## config.mk

```make
export PLATFORM = sky130hd
export DESIGN_NAME = object_mask_tracker
export DESIGN_NICKNAME = d
export VERILOG_FILES = /design/src/rtl/object_mask_tracker.sv
export SDC_FILE = /design/constraint.sdc
export NUM_CORES = 1
export LEC_CHECK = 0
export BUFFER_PORTS_ARGS = -buffer_cell sky130_fd_sc_hd__buf_2
export CAP_MARGIN = 20
export CORE_ASPECT_RATIO = 0.9
export CORE_MARGIN = 3
export CORE_UTILIZATION = 59
export CTS_CLUSTER_SIZE = 20
export DETAILED_ROUTE_END_ITERATION = 10
export PLACE_DENSITY = 0.8
export RECOVER_POWER = 50
export SYNTH_ARGS = -nofsm -noshare
export SYNTH_HDL_FRONTEND = slang
export SYNTH_SLANG_ARGS = --single-unit
```

## constraint.sdc

```tcl
create_clock -name clk -period 3.2 [get_ports clk]
set_input_delay 0.32 -clock clk [delete_from_list [all_inputs] [get_ports clk]]
set_output_delay 0.32 -clock clk [all_outputs]
set_load 0.02 [all_outputs]
```

## src/rtl/object_mask_tracker.sv

```systemverilog
// Reduces a 1-bit object mask stream to one descriptor per frame: object pixel
// count, bounding box and a presence flag, delivered over a valid/ready port.
module object_mask_tracker #(
  parameter int WIDTH      = 160,
  parameter int HEIGHT     = 120,
  parameter int MIN_PIXELS = 64
) (
  input  logic        clk,
  input  logic        rst,
  input  logic        pix_valid,
  input  logic        pix_sof,
  input  logic        object_image,
  output logic        res_valid,
  input  logic        res_ready,
  output logic [15:0] res_count,
  output logic [7:0]  res_x_min,
  output logic [7:0]  res_x_max,
  output logic [7:0]  res_y_min,
  output logic [7:0]  res_y_max,
  output logic        res_present,
  output logic        res_overrun,
  output logic        frame_error,
  output logic        dbg_state
);

  localparam logic [7:0]  LAST_X  = 8'(WIDTH - 1);
  localparam logic [7:0]  LAST_Y  = 8'(HEIGHT - 1);
  localparam logic [16:0] MIN_CNT = 17'(MIN_PIXELS);

  typedef enum logic {IDLE = 1'b0, SCAN = 1'b1} state_t;

  state_t      state;
  logic [7:0]  x_pos, y_pos;
  logic [15:0] acc_count;
  logic [7:0]  acc_x_min, acc_x_max, acc_y_min, acc_y_max;
  logic        frame_done;

  logic        start, accept, hit, last_pix, transfer;
  logic [7:0]  cur_x, cur_y;
  logic [15:0] base_count, nxt_count;
  logic [7:0]  base_x_min, base_x_max, base_y_min, base_y_max;
  logic [7:0]  nxt_x_min, nxt_x_max, nxt_y_min, nxt_y_max;

  assign dbg_state = (state == SCAN);

  // A start-of-frame pixel restarts the position and accumulators in either
  // state, so its own contribution is folded in on top of the cleared values.
  always_comb begin
    start      = pix_valid && pix_sof;
    accept     = pix_valid && (pix_sof || state == SCAN);
    cur_x      = start ? 8'd0 : x_pos;
    cur_y      = start ? 8'd0 : y_pos;
    base_count = start ? 16'd0 : acc_count;
    base_x_min = start ? 8'hFF : acc_x_min;
    base_x_max = start ? 8'h00 : acc_x_max;
    base_y_min = start ? 8'hFF : acc_y_min;
    base_y_max = start ? 8'h00 : acc_y_max;
    hit        = accept && object_image;
    nxt_count  = base_count;
    nxt_x_min  = base_x_min;
    nxt_x_max  = base_x_max;
    nxt_y_min  = base_y_min;
    nxt_y_max  = base_y_max;
    if (hit) begin
      if (base_count != 16'hFFFF) nxt_count = base_count + 16'd1;
      if (cur_x < base_x_min) nxt_x_min = cur_x;
      if (cur_x > base_x_max) nxt_x_max = cur_x;
      if (cur_y < base_y_min) nxt_y_min = cur_y;
      if (cur_y > base_y_max) nxt_y_max = cur_y;
    end
    last_pix   = accept && (cur_x == LAST_X) && (cur_y == LAST_Y);
    transfer   = res_valid && res_ready;
  end

  // Result port: fields hold while res_valid && !res_ready; a transfer happens
  // on any edge where res_valid && res_ready; a new load may replace an
  // untransferred result, which is then flagged with res_overrun.
  always_ff @(posedge clk or negedge rst) begin
    if (!rst) begin
      state       <= IDLE;
      x_pos       <= '0;
      y_pos       <= '0;
      acc_count   <= '0;
      acc_x_min   <= '0;
      acc_x_max   <= '0;
      acc_y_min   <= '0;
      acc_y_max   <= '0;
      frame_done  <= 1'b0;
      res_valid   <= 1'b0;
      res_count   <= '0;
      res_x_min   <= '0;
      res_x_max   <= '0;
      res_y_min   <= '0;
      res_y_max   <= '0;
      res_present <= 1'b0;
      res_overrun <= 1'b0;
      frame_error <= 1'b0;
    end else begin
      frame_error <= 1'b0;
      frame_done  <= last_pix;
      if (accept) begin
        acc_count <= nxt_count;
        acc_x_min <= nxt_x_min;
        acc_x_max <= nxt_x_max;
        acc_y_min <= nxt_y_min;
        acc_y_max <= nxt_y_max;
        if (cur_x == LAST_X) begin
          x_pos <= 8'd0;
          y_pos <= cur_y + 8'd1;
        end else begin
          x_pos <= cur_x + 8'd1;
          y_pos <= cur_y;
        end
        if (start) begin
          state       <= SCAN;
          frame_error <= (state == SCAN);
        end
        if (last_pix) state <= IDLE;
      end
      // Accumulators still hold the finished frame here even if a new frame
      // started on this same edge.
      if (frame_done) begin
        res_valid   <= 1'b1;
        res_count   <= acc_count;
        res_present <= ({1'b0, acc_count} >= MIN_CNT);
        res_overrun <= res_valid && !res_ready;
        if (acc_count == 16'd0) begin
          res_x_min <= '0;
          res_x_max <= '0;
          res_y_min <= '0;
          res_y_max <= '0;
        end else begin
          res_x_min <= acc_x_min;
          res_x_max <= acc_x_max;
          res_y_min <= acc_y_min;
          res_y_max <= acc_y_max;
        end
      end else if (transfer) begin
        res_valid <= 1'b0;
      end
    end
  end

endmodule

```

==> qor.txt <==
DRC Markers - 0
Tmin final - 2.71 ns
Post-synth EDFFs - 0
Syn. warnings - 0
clk buf depth - 2
total power - 3990 µW
postcts setup bufs - 0
Slew Limit Fails - 0
most area-consuming cells after synthesis - dfrtp_1, nand2_1, ha_1
Worst Setup End Kind - flop
largest net degree at the start of global routing - 50
IO Port Bufs - 58
Starting Density - 62.2%
Synth async-reset ratio - 100%
CP Cell Sequence - nand2_1 > inv_1 > ha_1 > a21o_1 > maj3_2 > a31oi_1 > o21ai_1 > a211oi_4 > mux2i_1
clk root buf - clkbuf_8
Hold/Removal Path Class - input pin to flop
maximum vdd drop - 362 µV
final antenna diode count - 0
non-filler cells, final - 810
final cycle utilization of the critical path - 84.6%
CTS buffer count - 17
die area - 11100 µm²
DR WL/cell - 17.5 µm
FF+latch area - 2950 µm²
CTS tree - built
Crit-path slowest cell - dfrtp_1
Reg2Reg Setup Slack - 0.49 ns
placement row count - 33
register area share after synthesis - 50.7%
post-synthesis cell type count - 52
Antenna Nets Post-Route - 0
status - finished, final reports clean
Worst Skew - 0.0104 ns
Layout Nets - 706
DRT iter0 DRCs - 470
via count of the routed design - 4773
Relative slew margins - 5.24%
First-pass DRT Iterations - 7
Ports - 59
Syn Inst Count - 604
max-cap viol count - 0
multi-input combinational cell area - 2530 µm²
critical path's largest stage delay - 0.58 ns
core area - 9370 µm²
Setup crit start kind - flop
Worst Setup Path Type - flop to flop
GRT Total Usage - 27.1%
H-tree depth - 4
post-detail-place hpwl - 9360 µm
Die Y - 100 µm
unrepaired setup endpoints after global routing - false
vias per inst - 5.89
Clk pin slew, worst setup/hold paths - 0.06 ns
Final Hold Violating Endpoints - 0
Avg Cell Area, Syn - 9.65 µm²
biggest regs - acc_count: 16 flops, res_count: 16 flops
first-pass GRT wire length - 23900 µm
cell taking the most area after synthesis - dfrtp_1
Max Clk Rate - 369 MHz
Max FO, Critical Path - 11
required time worst endpoint - 3.64 ns
Detailed Route WL - 14200 µm
pwr/cell area - 579 nW/µm²
initial antenna violation count - 0
routability cong. - 0.893
fill cell count - 652
Sinks on Clock Net - 118
leak pwr - 0.00337 µW
Cell Area, Synth - 5830 µm²
clk_lat worst skew - 0.52 ns
flops & latches, synth - 118
vias in the first global route - 4797
Yosys top cell area share - 50.7%
Overflow after GRT - 0
share of cells above drive strength 1 - 15.8%
Die X - 111 µm
signal arrival time at the worst endpoint - 3.15 ns
syn nets - 635
Placed Cells - 777
total negative slack - 0 ns
Main synth FF type - dfrtp_1
area grow syn2layout - 18.4%
Worst Tran Pin Value - 1.42 ns
# setup viols final - 0
## cell families after synthesis
| kind of cell | after synthesis | synth area share [%] |
|---|---|---|
| AOI/OAI and AO/OA | 122 | 13.4 |
| xor gates and xnor gates | 21 | 3.16 |
| adders and majority gates | 26 | 5.56 |
| buffers and inverters | 88 | 5.88 |
| DFF | 118 | 50.7 |
| muxes | 34 | 6.23 |
| and+or+nand+nor | 195 | 15.1 |
## layer usage
| metal | global-route usage (%) | up-vias | routed length (µm) |
|---|---|---|---|
| met2 | 44.7 | 218 | 6900 |
| met1 | 35.3 | 2304 | 5890 |
| met5 | 0 | - | 0 |
| li1 | - | 2205 | - |
| met3 | 6.81 | 46 | 1040 |
| met4 | 9.75 | 0 | 377 |
## what timing repair did
item / 4_1_cts / 5_1_grt
resized for setup: 0 / 0
endpoints found under the hold margin: 46 / 0
hold buffers: 1 / 0
## cell usage after synthesis (2+ instances only)
master / instances
mux2i_1: 16
ha_1: 25
a21boi_1: 2
dfrtp_1: 118
o41ai_1: 2
clkbuf_1: 19
nand4_1: 13
nor2_1: 37
and3_1: 4
nand2b_1: 3
buf_2: 10
a21oi_1: 11
o21ai_0: 42
and2_1: 6
nand2_1: 94
a221oi_1: 3
o21a_1: 2
and4_1: 2
o31ai_1: 5
a21boi_0: 2
a31oi_1: 9
xor2_1: 13
a211oi_4: 2
o21ai_1: 20
nor4_1: 5
a22o_1: 4
nor3_1: 5
xnor2_1: 8
inv_1: 58
nand3_1: 18
a21o_1: 6
mux2_2: 17
nor2b_1: 4
## path summary, 6_finish.rpt
check,startpoint,endpoint,depth (start not counted)
min in group asynchronous,rst,res_x_max[6]$_DFFE_PN0P_,2
max in group asynchronous,rst,res_count[6]$_DFFE_PN0P_,3
worst min register to register,acc_x_min[5]$_DFFE_PN0P_,res_x_min[5]$_DFFE_PN0P_,2
worst max register to register,y_pos[1]$_DFFE_PN0P_,acc_y_min[1]$_DFFE_PN0P_,9
worst max-delay path,y_pos[1]$_DFFE_PN0P_,acc_y_min[1]$_DFFE_PN0P_,9
worst min-delay path,res_ready,res_valid$_DFFE_PN0P_,3
## report_power, final
| group | switching, µW | internal, µW | total (µW) |
|---|---|---|---|
| clock | 679 | 1280 | 1960 |
| sequential | 79.5 | 1560 | 1640 |
| combinational | 237 | 148 | 385 |
| total | 995 | 2990 | 3990 |
## critical path: cells and delay by family (launching register included)
family,cells,cell delay (ns)
AO/OA/AOI/OAI,4,1.03
flip-flops,1,0.58
adder cells (fa/ha/maj),2,0.54
multiplexers,1,0.26
AND/OR/NAND/NOR,1,0.13
buffers and inverters,1,0.09
## area by class of cell
| type | count | area share (%) |
|---|---|---|
| Clock inverter | 12 | 2.54 |
| Multi-Input combinational cell | 398 | 36.7 |
| Inverter | 58 | 3.16 |
| Clock buffer | 20 | 6.31 |
| Tap cell | 122 | 2.21 |
| Sequential cell | 118 | 42.8 |
| Timing Repair Buffer | 82 | 6.26 |
## per-stage QoR
stage                     hold WS (ns)  util (%)  instance area (µm²)  worst slack [ns]
after floorplan                 0.0244         -                 5830             0.197
after global placement           0.372      67.4                 6320             0.154
after detailed placement         0.385      67.4                 6320             0.105
after CTS                       0.0777      74.0                 6940             0.511
after global routing            0.0941      73.6                 6900             0.221
final                           0.0869      73.6                 6900             0.491
## cell usage in the layout (no fill, tap or decap), types with 11 or more instances in the layout
cell type and instances:
xor2_1 13, buf_4 20, dfrtp_1 118, ha_1 25, o21ai_0 42, clkbuf_16 16, buf_2 33, nand4_1 13
mux2_2 17, nand3_1 18, nand2_1 94, mux2i_1 16, inv_1 58, nor2_1 37, a21oi_1 11, clkbuf_1 29
o21ai_1 20
Note: power is estimated with default switching activity, not from simulation.
